==> config.mk <==
export PLATFORM = sky130hd
export DESIGN_NAME = muldiv_sequencer_flat
export DESIGN_NICKNAME = d
export VERILOG_FILES = /design/src/rtl/mips_pkg.sv /design/src/rtl/muldiv_sequencer_if.sv /design/src/rtl/muldiv_step.sv /design/src/rtl/muldiv_sequencer.sv /design/src/flat_wrapper.sv
export SDC_FILE = /design/constraint.sdc
export NUM_CORES = 1
export LEC_CHECK = 0
export ABC_AREA = 1
export CORE_MARGIN = 5
export CORE_UTILIZATION = 40
export DETAILED_ROUTE_END_ITERATION = 8
export PLACE_DENSITY_LB_ADDON = 0.08
export SLEW_MARGIN = 20
export SYNTH_ARGS = -nofsm -noshare
export SYNTH_HDL_FRONTEND = slang
export SYNTH_SLANG_ARGS = --single-unit
==> constraint.sdc <==
create_clock -name clk -period 5.4 [get_ports clk]
set_clock_uncertainty 0.15 [all_clocks]
set_input_delay 1.08 -clock clk [delete_from_list [all_inputs] [get_ports clk]]
set_output_delay 1.08 -clock clk [all_outputs]
set_load 0.05 [all_outputs]
==> src/rtl/mips_pkg.sv <==
// Shared definitions for the multiply/divide sequencer: operation
// encodings, FSM states and small opcode decode helpers.
package mips_pkg;

  // Operation encodings carried on i_op.
  localparam logic [1:0] MD_MULT  = 2'b00;
  localparam logic [1:0] MD_MULTU = 2'b01;
  localparam logic [1:0] MD_DIV   = 2'b10;
  localparam logic [1:0] MD_DIVU  = 2'b11;

  // Sequencer states: accept, iterate, correct signs and write HI/LO.
  typedef enum logic [1:0] {
    MD_IDLE = 2'd0,
    MD_RUN  = 2'd1,
    MD_FIX  = 2'd2
  } md_state_e;

  // MULT and DIV treat their operands as two's complement.
  function automatic logic op_is_signed(input logic [1:0] op);
    return (op == MD_MULT) || (op == MD_DIV);
  endfunction

  // Anything that is not a multiply is a divide.
  function automatic logic op_is_div(input logic [1:0] op);
    return !((op == MD_MULT) || (op == MD_MULTU));
  endfunction

endpackage

==> src/rtl/muldiv_sequencer_if.sv <==
// EX-stage side of the multiply/divide unit: operation request, HI/LO
// moves and the status/stall outputs. The EX stage is the master.
interface muldiv_sequencer_if #(
  parameter int NB_DATA = 32
);
  logic               i_halt;
  logic               i_flush;
  logic               i_start;
  logic [1:0]         i_op;
  logic [NB_DATA-1:0] i_datoA;
  logic [NB_DATA-1:0] i_datoB;
  logic               i_rd_hilo;
  logic               i_hi_we;
  logic               i_lo_we;
  logic [NB_DATA-1:0] i_wdata;
  logic [NB_DATA-1:0] o_hi;
  logic [NB_DATA-1:0] o_lo;
  logic               o_busy;
  logic               o_stall;
  logic               o_done;

  modport master (
    output i_halt, i_flush, i_start, i_op, i_datoA, i_datoB,
           i_rd_hilo, i_hi_we, i_lo_we, i_wdata,
    input  o_hi, o_lo, o_busy, o_stall, o_done
  );

  modport slave (
    input  i_halt, i_flush, i_start, i_op, i_datoA, i_datoB,
           i_rd_hilo, i_hi_we, i_lo_we, i_wdata,
    output o_hi, o_lo, o_busy, o_stall, o_done
  );
endinterface

==> src/rtl/muldiv_step.sv <==
// One iteration of the shared datapath, purely combinational.
// Multiply: acc = {partial product, remaining multiplier bits}; add the
//   multiplicand into the upper half when the multiplier LSB is set, then
//   shift right (the carry enters the top bit).
// Divide: acc = {partial remainder, remaining dividend bits}; shift left
//   one bit into the remainder and subtract the divisor if it fits.
//   The quotient bit is returned separately; acc_next[0] is left at 0.
module muldiv_step #(
  parameter int NB_DATA = 32
) (
  input  logic                 mode,      // 1 = divide, 0 = multiply
  input  logic [2*NB_DATA-1:0] acc,
  input  logic [NB_DATA-1:0]   opnd,
  output logic [2*NB_DATA-1:0] acc_next,
  output logic                 q_bit
);

  logic [NB_DATA:0]   mul_sum;
  logic [NB_DATA:0]   rem_sh;
  logic [NB_DATA-1:0] rem_sub;

  // Single shift-add or restoring shift-subtract iteration.
  always_comb begin
    mul_sum  = {1'b0, acc[2*NB_DATA-1:NB_DATA]}
             + {1'b0, (acc[0] ? opnd : {NB_DATA{1'b0}})};
    rem_sh   = {acc[2*NB_DATA-1:NB_DATA], acc[NB_DATA-1]};
    // The true difference is below the divisor, so N bits are enough.
    rem_sub  = rem_sh[NB_DATA-1:0] - opnd;
    acc_next = '0;
    q_bit    = 1'b0;
    if (mode) begin
      if (rem_sh >= {1'b0, opnd}) begin
        acc_next = {rem_sub, acc[NB_DATA-2:0], 1'b0};
        q_bit    = 1'b1;
      end else begin
        acc_next = {rem_sh[NB_DATA-1:0], acc[NB_DATA-2:0], 1'b0};
      end
    end else begin
      acc_next = {mul_sum, acc[NB_DATA-1:1]};
    end
  end

endmodule

==> src/rtl/muldiv_sequencer.sv <==
// Iterative MULT/MULTU/DIV/DIVU controller for the EX stage. Owns HI/LO,
// runs one datapath iteration per cycle on operand magnitudes, and applies
// sign correction when writing the result. NB_CNT must cover NB_DATA
// iterations (2**NB_CNT >= NB_DATA).
module muldiv_sequencer
  import mips_pkg::*;
#(
  parameter int NB_DATA = 32,
  parameter int NB_CNT  = 5
) (
  input  logic clk,
  input  logic i_rst_n,
  muldiv_sequencer_if.slave bus
);

  md_state_e              state_reg;
  logic [NB_CNT-1:0]      cnt_reg;
  logic [2*NB_DATA-1:0]   acc_reg;
  logic [NB_DATA-1:0]     opnd_reg;
  logic [NB_DATA-1:0]     hi_reg;
  logic [NB_DATA-1:0]     lo_reg;
  logic                   is_div_reg;
  logic                   neg_lo_reg;   // product sign (mult) or quotient sign (div)
  logic                   neg_hi_reg;   // remainder sign (div only)
  logic                   done_reg;

  logic                   sgn_op;
  logic                   div_op;
  logic                   sign_a;
  logic                   sign_b;
  logic [NB_DATA-1:0]     mag_a;
  logic [NB_DATA-1:0]     mag_b;
  logic [2*NB_DATA-1:0]   step_acc;
  logic                   step_q;
  logic [2*NB_DATA-1:0]   prod_fix;
  logic [NB_DATA-1:0]     quo_fix;
  logic [NB_DATA-1:0]     rem_fix;
  logic                   busy;

  // Operand decode for the start edge: signs and magnitudes.
  always_comb begin
    sgn_op = op_is_signed(bus.i_op);
    div_op = op_is_div(bus.i_op);
    sign_a = sgn_op & bus.i_datoA[NB_DATA-1];
    sign_b = sgn_op & bus.i_datoB[NB_DATA-1];
    mag_a  = sign_a ? -bus.i_datoA : bus.i_datoA;
    mag_b  = sign_b ? -bus.i_datoB : bus.i_datoB;
  end

  // Sign-corrected results presented to HI/LO in the FIX state.
  always_comb begin
    prod_fix = neg_lo_reg ? -acc_reg : acc_reg;
    quo_fix  = neg_lo_reg ? -acc_reg[NB_DATA-1:0] : acc_reg[NB_DATA-1:0];
    rem_fix  = neg_hi_reg ? -acc_reg[2*NB_DATA-1:NB_DATA]
                          : acc_reg[2*NB_DATA-1:NB_DATA];
  end

  muldiv_step #(
    .NB_DATA (NB_DATA)
  ) u_step (
    .mode     (is_div_reg),
    .acc      (acc_reg),
    .opnd     (opnd_reg),
    .acc_next (step_acc),
    .q_bit    (step_q)
  );

  // Sequencer FSM, iteration counter, datapath registers and HI/LO.
  always_ff @(posedge clk or negedge i_rst_n) begin
    if (!i_rst_n) begin
      state_reg  <= MD_IDLE;
      cnt_reg    <= '0;
      acc_reg    <= '0;
      opnd_reg   <= '0;
      hi_reg     <= '0;
      lo_reg     <= '0;
      is_div_reg <= 1'b0;
      neg_lo_reg <= 1'b0;
      neg_hi_reg <= 1'b0;
      done_reg   <= 1'b0;
    end else if (!bus.i_halt) begin
      done_reg <= 1'b0;
      case (state_reg)
        MD_IDLE: begin
          if (bus.i_start && !bus.i_flush) begin
            opnd_reg   <= mag_b;
            is_div_reg <= div_op;
            cnt_reg    <= '0;
            if (div_op && (bus.i_datoB == '0)) begin
              // Divide by zero: preload the fixed result, no iterations.
              acc_reg    <= {bus.i_datoA, {NB_DATA{1'b1}}};
              neg_lo_reg <= 1'b0;
              neg_hi_reg <= 1'b0;
              state_reg  <= MD_FIX;
            end else begin
              acc_reg    <= {{NB_DATA{1'b0}}, mag_a};
              neg_lo_reg <= sign_a ^ sign_b;
              neg_hi_reg <= sign_a;
              state_reg  <= MD_RUN;
            end
          end else if (!bus.i_start) begin
            // A start that coincides with MTHI/MTLO takes priority.
            if (bus.i_hi_we) hi_reg <= bus.i_wdata;
            if (bus.i_lo_we) lo_reg <= bus.i_wdata;
          end
        end
        MD_RUN: begin
          if (bus.i_flush) begin
            state_reg <= MD_IDLE;
          end else begin
            acc_reg <= step_acc | {{(2*NB_DATA-1){1'b0}}, step_q};
            if (cnt_reg == NB_CNT'(NB_DATA - 1)) begin
              state_reg <= MD_FIX;
            end else begin
              cnt_reg <= cnt_reg + 1'b1;
            end
          end
        end
        MD_FIX: begin
          if (!bus.i_flush) begin
            if (is_div_reg) begin
              hi_reg <= rem_fix;
              lo_reg <= quo_fix;
            end else begin
              hi_reg <= prod_fix[2*NB_DATA-1:NB_DATA];
              lo_reg <= prod_fix[NB_DATA-1:0];
            end
            done_reg <= 1'b1;
          end
          state_reg <= MD_IDLE;
        end
        default: state_reg <= MD_IDLE;
      endcase
    end
  end

  assign busy         = (state_reg == MD_RUN) || (state_reg == MD_FIX);
  assign bus.o_busy   = busy;
  assign bus.o_stall  = busy & (bus.i_start | bus.i_rd_hilo | bus.i_hi_we | bus.i_lo_we);
  assign bus.o_hi     = hi_reg;
  assign bus.o_lo     = lo_reg;
  assign bus.o_done   = done_reg;

endmodule

==> src/flat_wrapper.sv <==
// flat-port wrapper written by rule: the top's interface ports become plain ports
module muldiv_sequencer_flat import mips_pkg::*;
#(
  parameter int NB_DATA = 32,
  parameter int NB_CNT  = 5
)
  (clk, i_rst_n, bus_i_halt, bus_i_flush, bus_i_start, bus_i_op, bus_i_datoA, bus_i_datoB, bus_i_rd_hilo, bus_i_hi_we, bus_i_lo_we, bus_i_wdata, bus_o_hi, bus_o_lo, bus_o_busy, bus_o_stall, bus_o_done);
  muldiv_sequencer_if #(.NB_DATA(NB_DATA)) bus_i ();
  input  logic clk;
  input  logic i_rst_n;
  input wire logic [$bits(bus_i.i_halt)-1:0] bus_i_halt;
  input wire logic [$bits(bus_i.i_flush)-1:0] bus_i_flush;
  input wire logic [$bits(bus_i.i_start)-1:0] bus_i_start;
  input wire logic [$bits(bus_i.i_op)-1:0] bus_i_op;
  input wire logic [$bits(bus_i.i_datoA)-1:0] bus_i_datoA;
  input wire logic [$bits(bus_i.i_datoB)-1:0] bus_i_datoB;
  input wire logic [$bits(bus_i.i_rd_hilo)-1:0] bus_i_rd_hilo;
  input wire logic [$bits(bus_i.i_hi_we)-1:0] bus_i_hi_we;
  input wire logic [$bits(bus_i.i_lo_we)-1:0] bus_i_lo_we;
  input wire logic [$bits(bus_i.i_wdata)-1:0] bus_i_wdata;
  output wire logic [$bits(bus_i.o_hi)-1:0] bus_o_hi;
  output wire logic [$bits(bus_i.o_lo)-1:0] bus_o_lo;
  output wire logic [$bits(bus_i.o_busy)-1:0] bus_o_busy;
  output wire logic [$bits(bus_i.o_stall)-1:0] bus_o_stall;
  output wire logic [$bits(bus_i.o_done)-1:0] bus_o_done;
  assign bus_i.i_halt = bus_i_halt;
  assign bus_i.i_flush = bus_i_flush;
  assign bus_i.i_start = bus_i_start;
  assign bus_i.i_op = bus_i_op;
  assign bus_i.i_datoA = bus_i_datoA;
  assign bus_i.i_datoB = bus_i_datoB;
  assign bus_i.i_rd_hilo = bus_i_rd_hilo;
  assign bus_i.i_hi_we = bus_i_hi_we;
  assign bus_i.i_lo_we = bus_i_lo_we;
  assign bus_i.i_wdata = bus_i_wdata;
  assign bus_o_hi = bus_i.o_hi;
  assign bus_o_lo = bus_i.o_lo;
  assign bus_o_busy = bus_i.o_busy;
  assign bus_o_stall = bus_i.o_stall;
  assign bus_o_done = bus_i.o_done;
  muldiv_sequencer #(.NB_DATA(NB_DATA), .NB_CNT(NB_CNT)) u_core (.clk(clk), .i_rst_n(i_rst_n), .bus(bus_i));
endmodule
==> out/metrics.csv <==
stage,metric,value,unit
outcome,status,completed,
global_route,pin count of the biggest net entering global routing,103,
global_route,GR Util All Layers,33.5,%
finish,ant diodes,0,
sta,Final Hold Vio Count,0,
global_route,first-pass GRT wire length,127000,um
routing,Routed Antenna Nets,0,
sta,final max-slew violation count,0,
synth,Synth area leader,dfrtp_1,
finish,Post-layout nets,3337,
sta,final setup violation count,0,
sta,total negative slack,0,ps
setup_path,required time of the worst setup path,4170,ps
placed_design,dpl hpwl,68400,um
placed_design,Placed Cells,3736,
power_and_ir_drop,worst vdd ir,0.410,mV
finish,area grow syn2layout,16.3,%
sta,min Tclk post-route,3880,ps
placed_design,I/O Buffers,172,
power_and_ir_drop,Net Sw Frac,62.4,%
power_and_ir_drop,Leak,10.2,nW
power_and_ir_drop,Tot Pwr,16.5,mW
clocking,CTS Hold Buffers Added,0,
synth,Synth Flop Type,dfrtp_1,
finish,register area,4280,sq um
synth,post-synthesis sequential area ratio,23.6,%
clocking,Clock Path Buffers,2,
synth,Synth async-reset ratio,100,%
placed_design,dpl cell area,20500,sq um
die,Die Wd,223,um
finish,post-layout instance area,21100,sq um
routing,DRT Pass-1 Iters,6,
synth,Synth Cell Area,18100,sq um
die,initial core utilization,40.2,%
sta,Max transition margin,28.3,%
die,IO Pins,173,
finish,# fillers,4877,
power_and_ir_drop,power density over the cells,781,nW/um^2
clocking,clock root cell,clkbuf_16,
routing,Via-to-Cell Ratio,5.66,
finish,Multi-input gate area,11800,sq um
global_route,initial antenna violation count,4,
synth,count of state elements after synthesis,171,
routing,wire per inst,22.7,um
finish,fin cells,3769,
power_and_ir_drop,Sequential Power Share,16.7,%
die,DIE AREA,49700,sq um
placed_design,routability congestion estimate from global placement,1.05,
synth,"EDFF count, synth",0,
routing,Final Routed Wirelength,85700,um
clocking,post-cts resize count,0,
finish,layout cells sized above 1,5.05,%
sta,fin crit share,71.9,%
finish,Final Util,46.8,%
clocking,# clock sinks,171,
synth,Syn Nets,3216,
routing,vias,21325,
clocking,clk slew on worst S/H paths,90,ps
global_route,grt ovf,0,
routing,DRC viols,0,
finish,max reg flops,64,
routing,DR iter-0 viols,2344,
setup_path,critical path class,input port to output port,
clocking,H-tree depth,4,
sta,Worst Slack Setup Final,1520,ps
die,Die Y-Extent,223,um
power_and_ir_drop,NetSw,10.3,mW
clocking,CTS Buf Count,17,
clocking,Post-CTS Setup Inserts,0,
clocking,CTS tree,done,
global_route,vias in the first global route,19512,
power_and_ir_drop,Combinational Power Share,75.4,%
sta,worst hold margin,338,ps
power_and_ir_drop,Int Power,6.19,mW
synth,Syn Inst Count,3035,
setup_path,Worst Setup End Kind,output port,
die,Core Box Area,45100,sq um
flow_run,max cap viols,0,
synth,top cell type's share of synthesized area,23.6,%
synth,synth top area cells,"dfrtp_1 24%, nand2_1 17%, inv_1 8.3%",
setup_path,worst-path fanout max,3,
sta,RSZ-0062 raised after global routing,no,
setup_path,R2R Setup Slk,1660,ps
placed_design,Setup WS pre-CTS,1260,ps
setup_path,WP data arrival,2650,ps
synth,Avg Synthesized Cell Area,5.98,sq um
die,FP Rows,78,
synth,yosys warns,0,
sta,highest clock rate,0.257,GHz
hold_path,hold crit path type,input port to async pin,
clocking,Worst-Skew Late Latency,490,ps
setup_path,Setup crit start kind,input port,
sta,worst slew pin tran,1080,ps
power_and_ir_drop,clock network power share,7.8,%
synth,unique cell type count in the Yosys netlist,64,
cell usage after synthesis (6+ instances only):
| cell | number |
|---|---|
| o21ai_0 | 189 |
| inv_1 | 402 |
| nand3_1 | 285 |
| nor3_1 | 28 |
| inv_2 | 9 |
| nor2_1 | 366 |
| nor4_1 | 6 |
| o211ai_1 | 20 |
| a31oi_1 | 22 |
| nor2_2 | 10 |
| nand2_2 | 7 |
| a2bb2oi_1 | 21 |
| o21ai_1 | 9 |
| clkbuf_1 | 74 |
| o21bai_1 | 11 |
| buf_1 | 13 |
| nand3b_1 | 19 |
| dfrtp_1 | 171 |
| nor3_2 | 6 |
| nand2_1 | 810 |
| o21a_1 | 15 |
| xor2_1 | 53 |
| buf_2 | 16 |
| nand4_1 | 54 |
| or2_2 | 11 |
| a21oi_1 | 236 |
| buf_6 | 8 |
| a22oi_1 | 14 |
| xnor2_1 | 10 |
| ha_1 | 73 |
layout by cell type, fill, tap and decap left out, types with 7 or more instances in the layout:
master and count:
clkbuf_16 17, nor3_1 28, nand2_2 7, inv_1 399, nand4_1 54, clkdlybuf4s50_1 171
nor2_2 11, xnor2_1 10, xor2_1 53, nand3b_1 19, or2_2 11, buf_4 40
o21ai_0 189, o21ai_1 9, o211ai_1 20, nor2_1 364, nand2_1 810, ha_1 71
o21bai_1 11, inv_2 11, o21a_1 15, dfrtp_1 169, a2bb2oi_1 21, a21oi_1 236
nand3_1 285, a31oi_1 22, a22oi_1 14
cell type report:
type,instances,share of cell area (%)
clock buffers,18,2.08
clock inverters,14,0.824
multi-input cells,2338,56.1
flip-flops and latches,171,20.3
well taps,600,3.56
repair buffers,214,9.81
inverters,414,7.38
worst max-delay path, stage by stage:
cell and delay (ps):
clkdlybuf4s50_1 450, o41a_1 420, clkdlybuf4s50_1 700
layer usage:
layer  wire [um]  vias up  GRT usage [%]
met5          23        -              0
met4        3060        4           11.0
met3        9460      149           9.12
met2       35000     1036           47.8
met1       38200     9966           48.8
li1            -    10170              -
power by group through the flow:
stage          Sequential [mW]  Combinational, mW  Clock (mW)
2_1_floorplan             3.21               7.15           0
3_3_place_gp              2.73               12.1           0
3_5_place_dp              2.74               12.1           0
4_1_cts                   2.71               12.1        1.32
5_1_grt                   2.80               13.5        1.35
6_report                  2.76               12.4        1.29
kinds of logic (layout without fill, tap and decap cells):
kind of cell	count (synthesis)	in the layout	synth area share [%]
AO/OA/AOI/OAI	578	578	18.3
buffers and inverters	526	660	11.4
AND/OR/NAND/NOR	1622	1622	38.4
XOR/XNOR	63	63	3.04
flip-flops	171	171	23.6
adder cells (fa/ha/maj)	75	75	5.25
path summary, 6_finish.rpt:
path,to,depth (start not counted),from
max,bus_o_stall,3,bus_i_start
min,u_core.opnd_reg[13],1,i_rst_n
max reg2reg,u_core.acc_reg[60],15,u_core.acc_reg[60]
min reg2reg,u_core.bus.o_lo[1],2,u_core.bus.o_lo[1]
max in group asynchronous,u_core.acc_reg[6],2,i_rst_n
min in group clk,u_core.bus.o_lo[1],2,u_core.bus.o_lo[1]
No activity file was read; power rests on OpenSTA's default activity.
